### src/rtl/insn_fetch_unit_pkg.sv
// Shared fetch-stage definitions: default widths, NOP encoding, reset PC and FSM states.
package insn_fetch_unit_pkg;

    localparam int unsigned PC_W    = 32;
    localparam int unsigned INSTR_W = 32;

    localparam logic [0:INSTR_W-1] NOP_INSN     = 32'h6000_0000;
    localparam logic [0:PC_W-1]    RESET_PC_DEF = 32'h0000_0100;

    typedef enum logic [1:0] {
        ST_IDLE = 2'd0,
        ST_REQ  = 2'd1,
        ST_DROP = 2'd2
    } fetch_state_e;

endpackage

### src/rtl/insn_fetch_unit_fetch_queue.sv
// fetch_queue: small FIFO of {PC, instruction}; flush beats push, head holds still while not popped.
module insn_fetch_unit_fetch_queue #(
    parameter int unsigned              PC_WIDTH    = 32,
    parameter int unsigned              INSTR_WIDTH = 32,
    parameter int unsigned              DEPTH       = 2,
    parameter logic [0:INSTR_WIDTH-1]   EMPTY_INSN  = '0
) (
    input  logic                         clk,
    input  logic                         rst_n,
    input  logic                         push,
    input  logic                         pop,
    input  logic                         flush,
    input  logic [0:PC_WIDTH-1]          push_pc,
    input  logic [0:INSTR_WIDTH-1]       push_insn,
    output logic [$clog2(DEPTH+1)-1:0]   count,
    output logic                         valid,
    output logic [0:PC_WIDTH-1]          head_pc,
    output logic [0:INSTR_WIDTH-1]       head_insn
);
    localparam int unsigned CW = $clog2(DEPTH + 1);
    localparam int unsigned AW = (DEPTH > 1) ? $clog2(DEPTH) : 1;

    typedef struct packed {
        logic [0:PC_WIDTH-1]    pc;
        logic [0:INSTR_WIDTH-1] insn;
    } entry_t;

    entry_t              mem [DEPTH];
    logic [AW-1:0]       rd_ptr, wr_ptr;
    logic [0:PC_WIDTH-1] last_pc;

    assign valid     = (count != '0);
    assign head_insn = valid ? mem[rd_ptr].insn : EMPTY_INSN;
    assign head_pc   = valid ? mem[rd_ptr].pc   : last_pc;

    always_ff @(posedge clk or negedge rst_n) begin
        if (!rst_n) begin
            rd_ptr  <= '0;
            wr_ptr  <= '0;
            count   <= '0;
            last_pc <= '0;
        end else begin
            // The converter keeps seeing the last PC after the queue drains or flushes.
            if (valid)
                last_pc <= mem[rd_ptr].pc;
            if (flush) begin
                rd_ptr <= '0;
                wr_ptr <= '0;
                count  <= '0;
            end else begin
                if (push)
                    wr_ptr <= wr_ptr + AW'(1);
                if (pop)
                    rd_ptr <= rd_ptr + AW'(1);
                count <= count + CW'(push) - CW'(pop);
            end
        end
    end

    // Push into a full queue only happens alongside a pop, so overwriting the head slot is safe.
    always_ff @(posedge clk) begin
        if (push && !flush)
            mem[wr_ptr] <= '{pc: push_pc, insn: push_insn};
    end

endmodule

### src/rtl/insn_fetch_unit.sv
// Instruction fetch: sequential PC, req/ack to imem, 2-entry queue to the converter, redirect flush.
// Optional FETCH_ALIGN_CHECK_EN: flag misaligned redirect targets on misalign_o.
module insn_fetch_unit
    import insn_fetch_unit_pkg::*;
#(
    parameter int unsigned         PC_WIDTH    = PC_W,
    parameter int unsigned         INSTR_WIDTH = INSTR_W,
    parameter logic [0:PC_WIDTH-1] RESET_PC    = PC_WIDTH'(RESET_PC_DEF),
    parameter int unsigned         QUEUE_DEPTH = 2
) (
    input  logic                   clk,
    input  logic                   rst_n,
    input  logic                   stall_i,
    input  logic                   redirect_i,
    input  logic [0:PC_WIDTH-1]    redirect_pc_i,
    output logic                   imem_req_o,
    output logic [0:PC_WIDTH-1]    imem_addr_o,
    input  logic                   imem_ack_i,
    input  logic [0:INSTR_WIDTH-1] imem_rdata_i,
    output logic                   insn_valid_o,
    output logic [0:INSTR_WIDTH-1] insn_o,
    output logic [0:PC_WIDTH-1]    insn_pc_o,
    output logic                   misalign_o
);
    localparam int unsigned         CW         = $clog2(QUEUE_DEPTH + 1);
    localparam logic [0:PC_WIDTH-1] ALIGN_MASK = ~PC_WIDTH'(3);

    fetch_state_e        state, state_nxt;
    logic [0:PC_WIDTH-1] fetch_pc, fetch_pc_nxt, drop_addr, redirect_tgt;
    logic [CW-1:0]       q_count, cnt_after_pop;
    logic                q_valid, pop, push, flush, room, room_after_push;

    assign redirect_tgt    = redirect_pc_i & ALIGN_MASK;
    assign pop             = q_valid && !stall_i;
    assign cnt_after_pop   = q_count - CW'(pop);
    assign room            = cnt_after_pop < CW'(QUEUE_DEPTH);
    assign room_after_push = (cnt_after_pop + CW'(1)) < CW'(QUEUE_DEPTH);

    always_ff @(posedge clk or negedge rst_n) begin
        if (!rst_n) begin
            state     <= ST_IDLE;
            fetch_pc  <= RESET_PC;
            drop_addr <= RESET_PC;
        end else begin
            state    <= state_nxt;
            fetch_pc <= fetch_pc_nxt;
            // The abandoned request keeps its address on the bus until memory acks it.
            if (state == ST_REQ && redirect_i && !imem_ack_i)
                drop_addr <= fetch_pc;
        end
    end

    always_comb begin
        state_nxt    = state;
        fetch_pc_nxt = fetch_pc;
        push         = 1'b0;
        flush        = 1'b0;
        imem_req_o   = 1'b0;
        imem_addr_o  = fetch_pc;
        case (state)
            ST_IDLE: begin
                if (redirect_i) begin
                    flush        = 1'b1;
                    fetch_pc_nxt = redirect_tgt;
                    state_nxt    = ST_REQ;
                end else if (room) begin
                    state_nxt = ST_REQ;
                end
            end
            ST_REQ: begin
                imem_req_o = 1'b1;
                if (redirect_i) begin
                    flush        = 1'b1;
                    fetch_pc_nxt = redirect_tgt;
                    state_nxt    = imem_ack_i ? ST_REQ : ST_DROP;
                end else if (imem_ack_i) begin
                    push         = 1'b1;
                    fetch_pc_nxt = fetch_pc + PC_WIDTH'(4);
                    state_nxt    = room_after_push ? ST_REQ : ST_IDLE;
                end
            end
            ST_DROP: begin
                imem_req_o  = 1'b1;
                imem_addr_o = drop_addr;
                if (redirect_i) begin
                    flush        = 1'b1;
                    fetch_pc_nxt = redirect_tgt;
                end
                // Once the stale request completes there is nothing left to drop, even on a new redirect.
                if (imem_ack_i)
                    state_nxt = ST_REQ;
            end
            default: state_nxt = ST_IDLE;
        endcase
    end

    insn_fetch_unit_fetch_queue #(
        .PC_WIDTH    (PC_WIDTH),
        .INSTR_WIDTH (INSTR_WIDTH),
        .DEPTH       (QUEUE_DEPTH),
        .EMPTY_INSN  (INSTR_WIDTH'(NOP_INSN))
    ) u_fetch_queue (
        .clk       (clk),
        .rst_n     (rst_n),
        .push      (push),
        .pop       (pop),
        .flush     (flush),
        .push_pc   (fetch_pc),
        .push_insn (imem_rdata_i),
        .count     (q_count),
        .valid     (q_valid),
        .head_pc   (insn_pc_o),
        .head_insn (insn_o)
    );

    assign insn_valid_o = q_valid;

`ifdef FETCH_ALIGN_CHECK_EN
    logic misalign_q;
    always_ff @(posedge clk or negedge rst_n) begin
        if (!rst_n)
            misalign_q <= 1'b0;
        else
            misalign_q <= redirect_i && (redirect_pc_i[PC_WIDTH-2:PC_WIDTH-1] != 2'b00);
    end
    assign misalign_o = misalign_q;
`else
    assign misalign_o = 1'b0;
`endif

endmodule
### config.mk
export PLATFORM = sky130hd
export DESIGN_NAME = insn_fetch_unit
export DESIGN_NICKNAME = d
export VERILOG_FILES = /design/src/rtl/insn_fetch_unit_pkg.sv /design/src/rtl/insn_fetch_unit_fetch_queue.sv /design/src/rtl/insn_fetch_unit.sv
export SDC_FILE = /design/constraint.sdc
export NUM_CORES = 1
export LEC_CHECK = 0
export ABC_AREA = 0
export BUFFER_PORTS_ARGS = -buffer_cell sky130_fd_sc_hd__buf_2
export CAP_MARGIN = 25
export CORE_MARGIN = 4
export CORE_UTILIZATION = 50
export DETAILED_ROUTE_END_ITERATION = 8
export MAX_ROUTING_LAYER = met4
export PLACE_DENSITY = 0.75
export SETUP_SLACK_MARGIN = 0.3
export SLEW_MARGIN = 20
export SYNTH_ARGS = -nofsm -noshare
export SYNTH_HDL_FRONTEND = slang
export SYNTH_SLANG_ARGS = --single-unit
### constraint.sdc
create_clock -name clk -period 3.7 [get_ports clk]
set_input_delay 0.37 -clock clk [delete_from_list [all_inputs] [get_ports clk]]
set_output_delay 0.37 -clock clk [all_outputs]
set_load 0.05 [all_outputs]
==> run metrics <==
Lkg Pwr=4.45 nW; Area growth syn-to-layout=19.9%; YS warnings=0; CTS buffer count=24; WL/cell=18.4 µm; ys async rst share=44.1%; Vias=6332; global-route wire length before repair=33600 µm; cells after synthesis=717; final period utilization=about three quarters; final number of setup-violating endpoints=0; Synth cell types=57; vias per cell=5.64; Peak VDD IR=0.638 mV; vias in the first global route=6343; Total Power=about 10 mW; Placeable Area=18300 µm²; layout cells sized above 1=31.0%; commonest non-fill, non-tap cell in the layout=buf_2; CTS tree=done; fillers=1440; Yosys reg bits=222; largest net degree at the start of global routing=66; Final ANT Viol Nets=0; drt first pass iters=5; later-pin clock latency in the skew report=~0.50 ns; gr usage total=between 10% and 20%; cell area power density=889 nW/µm²; initial DRC count=~460; hpwl dp=about 14000 µm; initial antenna violation count=0; DIE AREA=21100 µm²; sequential element share of the synthesized area=65.6%; initial core utilization=about half; critical path's largest stage delay=0.55 ns; final global-route overflow total=0; Tmin final=2.75 ns; Most used DFF post-synth=edfxtp_1; relative slew slack=around 34%; Post-Syn Area per Cell=between 10 and 15 µm²; routability congestion estimate=0.855; Crit. End Element=output pin; Ports=approximately 170; CTS Buffer Depth=3; outcome=completed; element type at the critical path start=flip-flop; row cnt=49; critical path data required time=3.33 ns; cell family with the largest share of critical-path delay=buffers and inverters; Reg clk slew, reported paths=0.06 ns; most frequent cells in the layout=161 x buf_2, 124 x edfxtp_1, 95 x dfrtp_1, 65 x mux2i_1, 63 x nand2_1; Final nets=951; clk sinks=between 200 and 250; ANT cells=0; Hold/Removal Path Class=in2reg; Max-Cap Viols=0; CTS H-tree lvls=1; Root Driver=clkbuf_16; # port buffers=162; DRT Wirelength=20700 µm; Slowest cell on crit path=nor2_4; Final Max Slew Viols=0; Setup TNS=0 ns; DRC Markers=0; WP data arrival=2.38 ns; Least-Margin Pin Slew=0.980 ns; RSZ-0062 raised after global routing=no; Post-synth EDFFs=between 100 and 150; Post-Syn Area=9420 µm²; Die Width=145 µm; Cell Chain, Critical Path=nor2_4, buf_12, nand2_1, o21ai_0, buf_2; crit path max fanout=65; Worst Skew=~0.0070 ns; Die Height=145 µm; Fin. Hold Viols=0; WS Path Type=reg2out; fmax=0.364 GHz; Buf+Inv Stages, Crit Path=2
per-stage QoR:
stage          cell area (µm²)  utilization, %  hold WS, ns  std cells  setup WS (ns)
6_report                 11300            61.8       0.0537       1123          0.951
5_1_grt                  11300            61.8       0.0370       1123          0.730
4_1_cts                  11300            61.8       0.0320       1123          0.914
3_5_place_dp             10500            57.5        0.444       1078           1.13
3_3_place_gp             10500            57.5        0.446       1078           1.15
2_1_floorplan             9430               -       0.0744        719          0.651
final timing paths:
path	start	endpoint	slack (ns)	cells past startpoint
worst max-delay path	u_fetch_queue.count[0]	insn_pc_o[0]	0.95	5
worst min-delay path	imem_rdata_i[7]	u_fetch_queue.mem[1][24]	0.05	1
worst max register to register	state[1]	fetch_pc[5]	1.07	8
worst min register to register	u_fetch_queue.last_pc[31]	u_fetch_queue.last_pc[31]	0.48	1
max in group asynchronous	rst_n	fetch_pc[23]	2.38	3
min in group asynchronous	rst_n	u_fetch_queue.last_pc[15]	0.44	2
area by class of cell:
| class | instances | area (µm²) | area share [%] |
|---|---|---|---|
| multi-input combinational | 445 | 3060 | 27.1 |
| clock inverter | 12 | 129 | 1.14 |
| clock buffer | 32 | 652 | 5.77 |
| sequential | 222 | 6180 | 54.7 |
| timing repair buffer | 175 | 951 | 8.42 |
| tap | 229 | 287 | 2.54 |
| inverter | 8 | 30.0 | 0.266 |
kinds of logic (layout without fill, tap and decap cells):
logic type	Yosys count	in the layout	synth area share, %
AOI/OAI and AO/OA	135	135	8.59
xor gates and xnor gates	2	2	0.186
DFF	222	222	65.6
other	1	3	0.0398
muxes	120	120	13.5
buffers and inverters	52	227	2.21
and+or+nand+nor	179	179	9.10
adders and majority gates	6	6	0.797
report_power, final:
part | leakage [nW] | internal (mW) | switching [mW]
Combinational | 1.78 | 1.08 | 2.65
Clock | 0.382 | 1.44 | 0.919
Sequential | 2.29 | 3.37 | 0.573
metal layers:
layer | GRT usage [%] | share of wire, %
met2 | 30.6 | 46
met1 | 28.2 | 46
met4 | 4.61 | 2.0
met3 | 3.18 | 5.4
met5 | - | 0
sequential cells by signal, summed over array words and instances, names as in the netlist:
register,cells
u_fetch_queue.count,2
u_fetch_queue.wr_ptr,1
fetch_pc,30
u_fetch_queue.last_pc,32
u_fetch_queue.mem,124
u_fetch_queue.rd_ptr,1
drop_addr,30
state,2
cells in the mapped netlist (4+ instances only):
cell,number,share of area (%)
a311oi_1,5,0.46
dfrtp_1,96,26
and2_1,5,0.33
inv_1,8,0.32
ha_1,6,0.80
o21ai_0,56,3.0
nor3_1,11,0.58
nor2_1,49,2.0
mux2i_1,65,6.9
mux2_2,55,6.6
nand4_1,8,0.53
and3_1,5,0.33
a21oi_1,30,1.6
edfxtp_1,124,40
nand2_1,63,2.5
buf_1,5,0.20
clkbuf_1,35,1.4
a31oi_1,4,0.27
nand3_1,14,0.74
o22ai_1,12,0.80
or3_1,7,0.46
a2bb2oi_1,4,0.37
timing repair:
action / in CTS / in global routing
hold buffers: 1 / 0
resized for setup: 0 / 0
setup buffers: 0 / 0
hold endpoints to repair: 45 / 0
No activity file was read; power rests on OpenSTA's default activity.
